==> config.mk <==
export PLATFORM = sky130hd
export DESIGN_NAME = psk_tx_framer
export DESIGN_NICKNAME = d
export VERILOG_FILES = /design/src/rtl/psk_tx_pkg.sv /design/src/rtl/psk_sym_serializer.sv /design/src/rtl/psk_tx_framer.sv
export SDC_FILE = /design/constraint.sdc
export NUM_CORES = 1
export LEC_CHECK = 0
export BUFFER_PORTS_ARGS = -buffer_cell sky130_fd_sc_hd__buf_2
export CORE_MARGIN = 3
export CORE_UTILIZATION = 56
export CTS_BUF_LIST = sky130_fd_sc_hd__clkbuf_4
export DETAILED_ROUTE_END_ITERATION = 8
export PLACE_DENSITY = 0.75
export SLEW_MARGIN = 20
export SYNTH_ARGS = -nofsm -noshare
export SYNTH_HDL_FRONTEND = slang
export SYNTH_HIERARCHICAL = 1
export SYNTH_SLANG_ARGS = --single-unit
==> constraint.sdc <==
create_clock -name clk_16M384 -period 2.8 [get_ports clk_16M384]
set_input_delay 0 -clock clk_16M384 [delete_from_list [all_inputs] [get_ports clk_16M384]]
set_output_delay 0 -clock clk_16M384 [all_outputs]
set_load 0.02 [all_outputs]
==> src/rtl/psk_tx_pkg.sv <==
// Shared types and constants for the PSK transmit framer: FSM encoding,
// symbols-per-byte counts and the CRC-8 update used when the CRC trailer is built.
package psk_tx_pkg;

   typedef enum logic [2:0] {
      ST_IDLE = 3'd0,
      ST_PRE  = 3'd1,
      ST_SYNC = 3'd2,
      ST_HDR  = 3'd3,
      ST_PAY  = 3'd4,
      ST_CRC  = 3'd5
   } state_t;

   localparam int SYM_PER_BYTE_BPSK = 8;
   localparam int SYM_PER_BYTE_QPSK = 4;
   localparam logic [7:0] CRC8_POLY = 8'h07;

   // One whole byte through the MSB-first CRC-8 register.
   function automatic logic [7:0] crc8_update(input logic [7:0] crc, input logic [7:0] data);
      logic [7:0] c;
      c = crc ^ data;
      for (int i = 0; i < 8; i++) begin
         c = c[7] ? ({c[6:0], 1'b0} ^ CRC8_POLY) : {c[6:0], 1'b0};
      end
      return c;
   endfunction

endpackage

==> src/rtl/psk_sym_serializer.sv <==
// Byte shift register that hands out 1-bit (BPSK) or 2-bit (QPSK) symbols MSB first.
// On load the first symbol is returned combinationally so the caller can emit it at once.
module psk_sym_serializer
   import psk_tx_pkg::*;
(
   input  logic       clk,
   input  logic       rst_n,
   input  logic       i_load,
   input  logic       i_shift,
   input  logic       i_qpsk,
   input  logic [7:0] i_byte,
   output logic [1:0] o_first_sym,
   output logic [1:0] o_sym,
   output logic       o_empty,
   output logic       o_last
);

   logic [7:0] r_sr;
   logic [2:0] r_cnt;
   logic       r_qpsk;

   // r_cnt counts the symbols still held after the one already handed out.
   always_ff @(posedge clk or negedge rst_n) begin
      if (!rst_n) begin
         r_sr   <= '0;
         r_cnt  <= '0;
         r_qpsk <= 1'b0;
      end else if (i_load) begin
         r_qpsk <= i_qpsk;
         r_sr   <= i_qpsk ? {i_byte[5:0], 2'b00} : {i_byte[6:0], 1'b0};
         r_cnt  <= i_qpsk ? 3'(SYM_PER_BYTE_QPSK - 1) : 3'(SYM_PER_BYTE_BPSK - 1);
      end else if (i_shift && (r_cnt != 3'd0)) begin
         r_sr  <= r_qpsk ? {r_sr[5:0], 2'b00} : {r_sr[6:0], 1'b0};
         r_cnt <= r_cnt - 3'd1;
      end
   end

   assign o_first_sym = i_qpsk ? i_byte[7:6] : {2{i_byte[7]}};
   assign o_sym       = r_qpsk ? r_sr[7:6]   : {2{r_sr[7]}};
   assign o_empty     = (r_cnt == 3'd0);
   assign o_last      = (r_cnt == 3'd1);

endmodule

==> src/rtl/psk_tx_framer.sv <==
// Frame scheduler feeding the BPSK/QPSK modulator: preamble, sync, header, payload.
// Define PSK_TX_FRAMER_CRC_EN to append a CRC-8 byte after the payload.
module psk_tx_framer
   import psk_tx_pkg::*;
#(
   parameter int         BYTES     = 1,
   parameter int         PRE_LEN   = 32,
   parameter logic [7:0] SYNC_WORD = 8'hA7
) (
   input  logic               clk_16M384,
   input  logic               rst_16M384_n,
   input  logic [7:0]         s_tdata,
   input  logic               s_tvalid,
   output logic               s_tready,
   input  logic               s_tlast,
   input  logic               cfg_qpsk,
   output logic [BYTES*8-1:0] m_tdata,
   output logic               m_tvalid,
   input  logic               m_tready,
   output logic               m_tlast,
   output logic               m_tuser,
   output logic               busy,
   output logic               underrun,
   output logic [15:0]        frame_cnt
);

   state_t      r_state, w_state_nxt;
   logic        r_mode;
   logic [6:0]  r_seq;
   logic [7:0]  r_cnt;
   logic        r_last_byte;
   logic        r_stall;
   logic        r_underrun;
   logic [15:0] r_frame_cnt;
   logic        r_m_tvalid, r_m_tlast, r_m_tuser;
   logic [1:0]  r_m_sym;
`ifdef PSK_TX_FRAMER_CRC_EN
   logic [7:0]  r_crc;
`endif

   logic       w_load_ok, w_fin, w_load, w_bpsk, w_tlast, w_accept, w_stall;
   logic       w_ser_load, w_ser_shift, w_ser_empty, w_ser_last, w_cnt_clr, w_cnt_inc, w_s_tready;
   logic [1:0] w_sym, w_ser_sym, w_ser_first;
   logic [7:0] w_ser_byte, w_hdr;

   assign w_load_ok = !r_m_tvalid || m_tready;
   assign w_fin     = r_m_tvalid && m_tready && r_m_tlast;
   assign w_hdr     = {r_mode, r_seq};

   psk_sym_serializer u_ser (
      .clk         (clk_16M384),
      .rst_n       (rst_16M384_n),
      .i_load      (w_ser_load),
      .i_shift     (w_ser_shift),
      .i_qpsk      (r_mode),
      .i_byte      (w_ser_byte),
      .o_first_sym (w_ser_first),
      .o_sym       (w_ser_sym),
      .o_empty     (w_ser_empty),
      .o_last      (w_ser_last)
   );

   always_ff @(posedge clk_16M384 or negedge rst_16M384_n) begin
      if (!rst_16M384_n) r_state <= ST_IDLE;
      // NOTE: sequential state uses non-blocking assignment so every flop samples pre-edge values.
      else               r_state <= w_state_nxt;
   end

   always_comb begin
      // NOTE: every output of this block gets a default first, otherwise a latch is inferred.
      w_state_nxt = r_state;
      w_load      = 1'b0;
      w_sym       = 2'b00;
      w_bpsk      = 1'b1;
      w_tlast     = 1'b0;
      w_ser_load  = 1'b0;
      w_ser_shift = 1'b0;
      w_ser_byte  = s_tdata;
      w_accept    = 1'b0;
      w_s_tready  = 1'b0;
      w_cnt_clr   = 1'b0;
      w_cnt_inc   = 1'b0;
      w_stall     = 1'b0;
      case (r_state)
         ST_IDLE: begin
            if (s_tvalid) begin
               w_state_nxt = ST_PRE;
               w_cnt_clr   = 1'b1;
            end
         end
         ST_PRE: begin
            if (w_load_ok) begin
               w_load = 1'b1;
               w_sym  = {2{~r_cnt[0]}};
               if (r_cnt == 8'(PRE_LEN - 1)) begin
                  w_state_nxt = ST_SYNC;
                  w_cnt_clr   = 1'b1;
               end else begin
                  w_cnt_inc = 1'b1;
               end
            end
         end
         ST_SYNC, ST_HDR: begin
            if (w_load_ok) begin
               w_load = 1'b1;
               // Bit index 7-n equals ~n on three bits: MSB first.
               w_sym  = (r_state == ST_SYNC) ? {2{SYNC_WORD[~r_cnt[2:0]]}} : {2{w_hdr[~r_cnt[2:0]]}};
               if (r_cnt[2:0] == 3'd7) begin
                  w_state_nxt = (r_state == ST_SYNC) ? ST_HDR : ST_PAY;
                  w_cnt_clr   = 1'b1;
               end else begin
                  w_cnt_inc = 1'b1;
               end
            end
         end
         ST_PAY: begin
            w_bpsk = ~r_mode;
            if (!w_ser_empty) begin
               if (w_load_ok) begin
                  w_load      = 1'b1;
                  w_sym       = w_ser_sym;
                  w_ser_shift = 1'b1;
`ifndef PSK_TX_FRAMER_CRC_EN
                  w_tlast     = w_ser_last & r_last_byte;
`endif
               end
            end else if (!r_last_byte) begin
               w_s_tready = w_load_ok;
               if (!s_tvalid) begin
                  w_stall = 1'b1;
               end else if (w_load_ok) begin
                  w_accept   = 1'b1;
                  w_ser_load = 1'b1;
                  w_load     = 1'b1;
                  w_sym      = w_ser_first;
               end
            end else begin
`ifdef PSK_TX_FRAMER_CRC_EN
               if (w_load_ok) begin
                  w_ser_byte  = r_crc;
                  w_ser_load  = 1'b1;
                  w_load      = 1'b1;
                  w_sym       = w_ser_first;
                  w_state_nxt = ST_CRC;
               end
`else
               if (w_fin) w_state_nxt = ST_IDLE;
`endif
            end
         end
`ifdef PSK_TX_FRAMER_CRC_EN
         ST_CRC: begin
            w_bpsk = ~r_mode;
            if (!w_ser_empty) begin
               if (w_load_ok) begin
                  w_load      = 1'b1;
                  w_sym       = w_ser_sym;
                  w_ser_shift = 1'b1;
                  w_tlast     = w_ser_last;
               end
            end else if (w_fin) begin
               w_state_nxt = ST_IDLE;
            end
         end
`endif
         default: w_state_nxt = ST_IDLE;
      endcase
   end

   always_ff @(posedge clk_16M384 or negedge rst_16M384_n) begin
      if (!rst_16M384_n) begin
         r_mode      <= 1'b0;
         r_seq       <= '0;
         r_cnt       <= '0;
         r_last_byte <= 1'b0;
         r_frame_cnt <= '0;
         r_stall     <= 1'b0;
         r_underrun  <= 1'b0;
`ifdef PSK_TX_FRAMER_CRC_EN
         r_crc       <= '0;
`endif
      end else begin
         if (r_state == ST_IDLE && s_tvalid) begin
            r_mode      <= cfg_qpsk;
            r_last_byte <= 1'b0;
`ifdef PSK_TX_FRAMER_CRC_EN
            r_crc       <= '0;
`endif
         end
         if (w_cnt_clr)      r_cnt <= '0;
         else if (w_cnt_inc) r_cnt <= r_cnt + 8'd1;
         if (w_accept) begin
            r_last_byte <= s_tlast;
`ifdef PSK_TX_FRAMER_CRC_EN
            r_crc       <= crc8_update(r_crc, s_tdata);
`endif
         end
         if (w_fin) begin
            r_frame_cnt <= r_frame_cnt + 16'd1;
            r_seq       <= r_seq + 7'd1;
         end
         // One pulse on the first cycle of each stall episode.
         r_stall    <= w_stall;
         r_underrun <= w_stall & ~r_stall;
      end
   end

   // Output slot: refilled only when empty or being consumed, zeroed when nothing to send.
   always_ff @(posedge clk_16M384 or negedge rst_16M384_n) begin
      if (!rst_16M384_n) begin
         r_m_tvalid <= 1'b0;
         r_m_sym    <= '0;
         r_m_tlast  <= 1'b0;
         r_m_tuser  <= 1'b0;
      end else if (w_load_ok) begin
         r_m_tvalid <= w_load;
         r_m_sym    <= w_sym;
         r_m_tlast  <= w_tlast;
         r_m_tuser  <= w_load & w_bpsk;
      end
   end

   assign s_tready  = w_s_tready;
   assign m_tdata   = {{(BYTES*8-2){1'b0}}, r_m_sym};
   assign m_tvalid  = r_m_tvalid;
   assign m_tlast   = r_m_tlast;
   assign m_tuser   = r_m_tuser;
   assign busy      = (r_state != ST_IDLE);
   assign underrun  = r_underrun;
   assign frame_cnt = r_frame_cnt;

endmodule

==> results.yml, run 1 <==
layout:
  drive_gt1_share_pct: 15.9
  synthToLayoutAreaGrowth_pct: 11.7
  nets: 380
  num_antenna_cells: 0
timing:
  finalCriticalPeriod_ps: 2430
  clock.fmax_ghz: 0.411
  finClkSkew_ps: 15.5
  drv_slew: 0
  setup-violations-final: 0
  fin_ws_ps: 369
  hold_ws_ps: 17.7
  relSlewSlack_pct: 48.1
  rsz0062_at_grt: "no"
  tightest_slew_ps: 779
  hold_viol: 0
  setup-tns-final_ps: 0
  fin_crit_sh_pct: 86.8
synthesis:
  postSynthAreaPerCell_um2: 9.66
  syn_area_um2: 3060
  synth_flop_cell: "dfrtp_1"
  synth_most_common_cell: "dfrtp_1"
  syn_inst: 317
  synth_area_leader_cell: "dfrtp_1"
  ys_warn_count: 6
  synth_top_cell_area_share_pct: 44.1
  async_flop_share_pct: 100
  synth_cell_types: 50
  synth_edf_count: 0
  synth-seq-cells: 54
  synth_area_leaders: "dfrtp_1 44%, xnor2_1 4.6%, mux2i_1 4.2%"
  ys_seq_area_share_pct: 44.1
  netlist_top_cells_count: "54 x dfrtp_1, 33 x nand2_1, 22 x nand3_1, 18 x nor2_1, 16 x xnor2_1"
die:
  rows: 26
  core-area_um2: 5200
  initial_utilization_pct: 58.8
  ioPinCount: 44
  die_area_um2: 6390
  die_height_um: 80.0
  die_x_um: 80.0
cts:
  clock_sinks: 54
  cts_buffers: 5
  cts_root_buffer: "clkbuf_4"
  htree_levels: 2
  cts_buffer_depth: 2
  clk_pin_slew_ps: 150
  clkLatencyLatePin_ps: 370
  cts_tree: "built"
  cts-resized-gates: 0
routing:
  first_iter_violations: 150
  num_vias: 2522
  drtAntennaViolNets: 0
  dr.pass1.iters: 4
  finalWirelength_um: 6360
  routedWlPerCell_um: 14.8
  drcViolationCount: 0
  viasPerCell: 5.88
setup_path:
  cp-end-kind: "register"
  crit_path_max_incr_delay_ps: 420
  r2r_slack_ps: 370
  path_max_fanout: 17
  worstPathBufferInverterCount: 4
  slowest_stage: "dfrtp_1"
  crit_chain: "inv_1 -> ha_1 -> nand2b_4 -> inv_2 -> inv_1 -> nor3_1 -> and2_1 -> inv_2 -> a311o_1"
  worst_path_dominant_cell_family: "simple AND/OR/NAND/NOR gates"
  crit_type: "reg -> reg"
  required_ps: 3070
  critPathLaunchType: "register"
  cp.arrival_ps: 2700
placed_design:
  pre_cts_slack_ps: 448
  port_buffers: 37
  place.gp.congestion: 0.903
  dp_hpwl_um: 4470
global_routing:
  grt_pass1_vias: 2302
  gr-total-overflow: 0
  grt_max_degree: 36
  grt_first_pass_wirelength_um: 11000
  antenna_found_initial: 0
  grt_usage_pct: 21.6
power:
  ir_worst_vdd_v: 0.000355
  p_leak_uw: 0.00155
  powerDensity_nw_per_um2: 531
run_status:
  status: "complete, no violations"
run:
  maxCapViolations: 0
min_path:
  hold_path_class: "in -> reg"
[final timing paths]
kind,from,endpoint,cells past startpoint
max in group asynchronous,rst_16M384_n,r_cnt[6],3
min,s_tdata[6],u_ser/r_sr[7],4
min in group asynchronous,rst_16M384_n,u_ser/r_sr[1],2
max,u_ser/r_cnt[0],u_ser/r_sr[4],9
min reg2reg,r_stall,underrun,1
max reg2reg,u_ser/r_cnt[0],u_ser/r_sr[4],9
[registers in the layout (all words and copies together), names as in the netlist]
register,cells
r_last_byte,1
m_tlast,1
u_ser/r_qpsk,1
u_ser/r_cnt,3
m_tvalid,1
r_m_sym,2
u_ser/r_sr,7
r_state,3
r_cnt,8
underrun,1
m_tuser,1
r_seq,7
r_stall,1
frame_cnt,16
r_mode,1
[through the flow]
stage / area (um^2) / power [uW] / utilization, % / cells
after floorplan: 3080 / 1270 / - / 322
after global placement: 3230 / 1370 / 62.0 / 410
after detailed placement: 3230 / 1380 / 62.0 / 410
after CTS: 3420 / 1830 / 65.7 / 429
after global routing: 3420 / 1930 / 65.7 / 429
final: 3420 / 1820 / 65.7 / 429
[cells in the final DEF (no fill, tap or decap), drive strengths merged, types with 3 or more instances in the layout]
| cell type | instances |
|---|---|
| nor3 | 10 |
| mux2i | 13 |
| a31oi | 5 |
| a311o | 6 |
| a2bb2oi | 3 |
| inv | 12 |
| mux2 | 3 |
| nor3b | 3 |
| or4 | 5 |
| dfrtp | 54 |
| ha | 8 |
| nand3 | 22 |
| a21oi | 9 |
| nor4 | 6 |
| buf | 39 |
| nor2b | 6 |
| xnor2 | 16 |
| and3 | 6 |
| conb | 6 |
| clkbuf | 6 |
| xor2 | 5 |
| nor2 | 18 |
| or3 | 5 |
| nand2 | 34 |
| nand4 | 8 |
| and2 | 3 |
| o21ai | 7 |
| nand2b | 3 |
| dlygate4sd3 | 11 |
| o31ai | 5 |
[area by class of cell]
type	instances	area, um^2
Clock buffer	6	45.0
Sequential cell	54	1350
Fill cell	423	1780
Timing Repair Buffer	50	310
Inverter	12	45.0
Clock inverter	2	37.5
Multi-Input combinational cell	235	1540
Tap cell	70	87.6
[metal layers]
| metal | global-route usage (%) | vias to the layer above | share of wire, % |
|---|---|---|---|
| met1 | 32.0 | 1225 | 49 |
| met4 | 6.08 | 0 | 0.96 |
| li1 | - | 1215 | - |
| met3 | 4.06 | 6 | 4.6 |
| met2 | 32.4 | 76 | 46 |
| met5 | 0 | - | 0 |
[power breakdown]
group / switching (uW) / total, uW / leakage (uW) / internal (uW)
Combinational: 235 / 420 / 0.000787 / 185
Sequential: 107 / 957 / 0.000720 / 850
Clock: 240 / 438 / 0.0000419 / 198
Total: 582 / 1820 / 0.00155 / 1230
[worst min-delay path, cell delays in order]
cell and delay [ps]:
buf_2 80, mux2i_1 60, nor2_1 100, a311o_1 120
[logic make-up (layout without fill, tap and decap cells)]
kind of cell               Yosys count  count (layout)  synth area share, %
muxes                               17              17                 6.09
buffers and inverters               33              70                 6.09
other                                1               6                0.122
and+or+nand+nor                    136             136                 23.4
AOI/OAI and AO/OA                   47              47                 10.9
adders and majority gates            8               8                 3.27
xor gates and xnor gates            21              21                 6.00
DFF                                 54              54                 44.1
[timing repair]
| item | CTS | global route |
|---|---|---|
| endpoints found under the hold margin | 43 | 0 |
| buffers inserted | 0 | 0 |
| hold buffers | 11 | 0 |
Note: power is estimated with default switching activity, not from simulation.
==> inputs of run 2 (changes only) <==
--- a/config.mk
+++ b/config.mk
@@ -5,7 +5,7 @@
 export SDC_FILE = /design/constraint.sdc
 export NUM_CORES = 1
 export LEC_CHECK = 0
-export BUFFER_PORTS_ARGS = -buffer_cell sky130_fd_sc_hd__buf_2
+export BUFFER_PORTS_ARGS = -buffer_cell sky130_fd_sc_hd__buf_4
 export CORE_MARGIN = 3
 export CORE_UTILIZATION = 56
 export CTS_BUF_LIST = sky130_fd_sc_hd__clkbuf_4
==> run 2 against run 1 <==
  * Register-to-register slack worse by 60 ps
  * Sequential cell count stayed put
  * Clock power fell by 2%
  * Worst hold slack gained 8.5 ps
  * Critical endpoint is now u_ser/r_sr[5]
  * Highest routed layer unchanged
==> results.yml, run 2 (synthesized netlist as in run 1, its figures left out) <==
global_routing:
  grt_usage_pct: 21.5
  grt_max_degree: 55
  gr-total-overflow: 0
  antenna_found_initial: 0
  grt_first_pass_wirelength_um: 10900
  grt_pass1_vias: 2299
power:
  swShare_pct: 32.5
  p_switching_uw: 594
  combPwrFrac_pct: 24.0
  internal_power_uw: 1230
  powerDensity_nw_per_um2: 522
  clkPwrFrac_pct: 23.5
  p_leak_uw: 0.00156
  ir_worst_vdd_v: 0.000316
  seqPwrFrac_pct: 52.5
routing:
  num_vias: 2450
  finalWirelength_um: 6530
  drtAntennaViolNets: 0
  viasPerCell: 5.72
  dr.pass1.iters: 4
  first_iter_violations: 107
  routedWlPerCell_um: 15.3
  drcViolationCount: 0
cts:
  cts_tree: "built"
  clock_sinks: 54
  cts_root_buffer: "clkbuf_4"
  htree_levels: 2
  cts_buffer_depth: 2
  clkLatencyLatePin_ps: 380
  clk_pin_slew_ps: 160
  cts_buffers: 5
  post-cts-setup-buffers: 0
timing:
  setup-violations-final: 0
  hold_viol: 0
  drv_slew: 0
  clock.fmax_ghz: 0.402
  relSlewSlack_pct: 54.6
  tightest_slew_ps: 682
  fin_crit_sh_pct: 88.8
  setup-tns-final_ps: 0
  rsz0062_at_grt: "no"
  finClkSkew_ps: 20.2
  finalCriticalPeriod_ps: 2490
setup_path:
  r2r_slack_ps: 310
  slowest_stage: "dfrtp_1"
  path_max_fanout: 17
  crit_path_max_incr_delay_ps: 440
  required_ps: 3090
  cp.arrival_ps: 2780
  crit_chain: "inv_1 -> ha_1 -> nand2b_4 -> inv_2 -> inv_1 -> nor3_1 -> and2_1 -> inv_2 -> a311o_1"
  cp-end-kind: "register"
  critPathLaunchType: "register"
  crit_type: "reg -> reg"
  r2r_cells: 9
  reg2reg_from: "u_ser/r_cnt[0]"
  reg2reg_to: "u_ser/r_sr[5]"
die:
  ioPinCount: 44
  die_area_um2: 6390
  core-area_um2: 5200
  die_x_um: 80.0
  die_height_um: 80.0
  rows: 26
  initial_utilization_pct: 58.8
min_path:
  hold_path_class: "in -> reg"
  min_to: "u_ser/r_sr[7]"
  whs_path_depth: 4
  hp-start: "s_tdata[6]"
layout:
  fillers: 422
  nets: 380
  final_util_pct: 67.3
  layout_commonest_cell: "dfrtp_1"
  synthToLayoutAreaGrowth_pct: 14.3
  seqCellArea_um2: 1350
  largest_register_ffs: 16
  fin_area_um2: 3500
  drive_gt1_share_pct: 15.4
  num_antenna_cells: 0
  multi_input_area_um2: 1540
  mostFrequentLayoutCells: "54 x dfrtp_1, 39 x buf_4, 33 x nand2_1"
placed_design:
  placed_area_um2: 3320
  place.gp.congestion: 0.882
  port_buffers: 37
  dp_hpwl_um: 4500
run:
  maxCapViolations: 0
run_status:
  status: "complete, no violations"
run 2: how the worst max path moves through the flow:
stage,from,endpoint,slack [ps],depth (start not counted)
6_report,u_ser/r_cnt[0],u_ser/r_sr[5],310,9
3_5_place_dp,r_state[2],u_ser/r_sr[5],390,6
2_1_floorplan,u_ser/r_cnt[0],u_ser/r_sr[4],70,12
5_1_grt,r_state[2],u_ser/r_sr[5],50,6
3_3_place_gp,u_ser/r_cnt[0],u_ser/r_sr[5],520,9
4_1_cts,u_ser/r_cnt[0],u_ser/r_sr[5],360,9
run 2: power groups by stage:
stage / clock network, uW / registers (uW) / logic [uW]
global route: 462 / 975 / 496
global placement: 0 / 975 / 416
finish: 430 / 959 / 439
floorplan: 0 / 950 / 316
CTS: 438 / 960 / 440
detailed placement: 0 / 976 / 423
run 2: per-stage QoR:
stage,hold slack (ps),std cells,worst slack [ps],total power (uW)
global placement,76.7,410,524,1390
CTS,9.12,428,358,1840
global route,18.8,428,47.3,1930
floorplan,-296,322,73.1,1270
detailed placement,90.5,410,391,1400
finish,26.2,428,313,1830
run 2: routing by layer:
metal	GRT usage (%)	routed length (um)	vias up
met5	0	0	-
met4	4.56	56	0
met3	3.39	297	7
met2	33.6	2940	60
met1	31.5	3240	1173
li1	-	-	1210
run 2: timing repair:
action / in CTS / in global routing
hold buffers: 11 / 0
endpoints found under the hold margin: 64 / 0
resized for setup: 0 / 0
run 2: final cells by class:
type                    instances  area share (%)
clock inverters                 2           0.965
inverters                      12            1.29
repair buffers                 50            11.5
multi-input cells             235            44.1
well taps                      70            2.50
flip-flops and latches         54            38.6
clock buffers                   5            1.07
run 2: critical path: cells and delay by family, from the launching register on:
kind / cells / cell delay, ps
compound gates: 1 / 350
simple gates: 3 / 720
fa+ha+maj: 1 / 240
buf+inv: 4 / 650
flops: 1 / 440
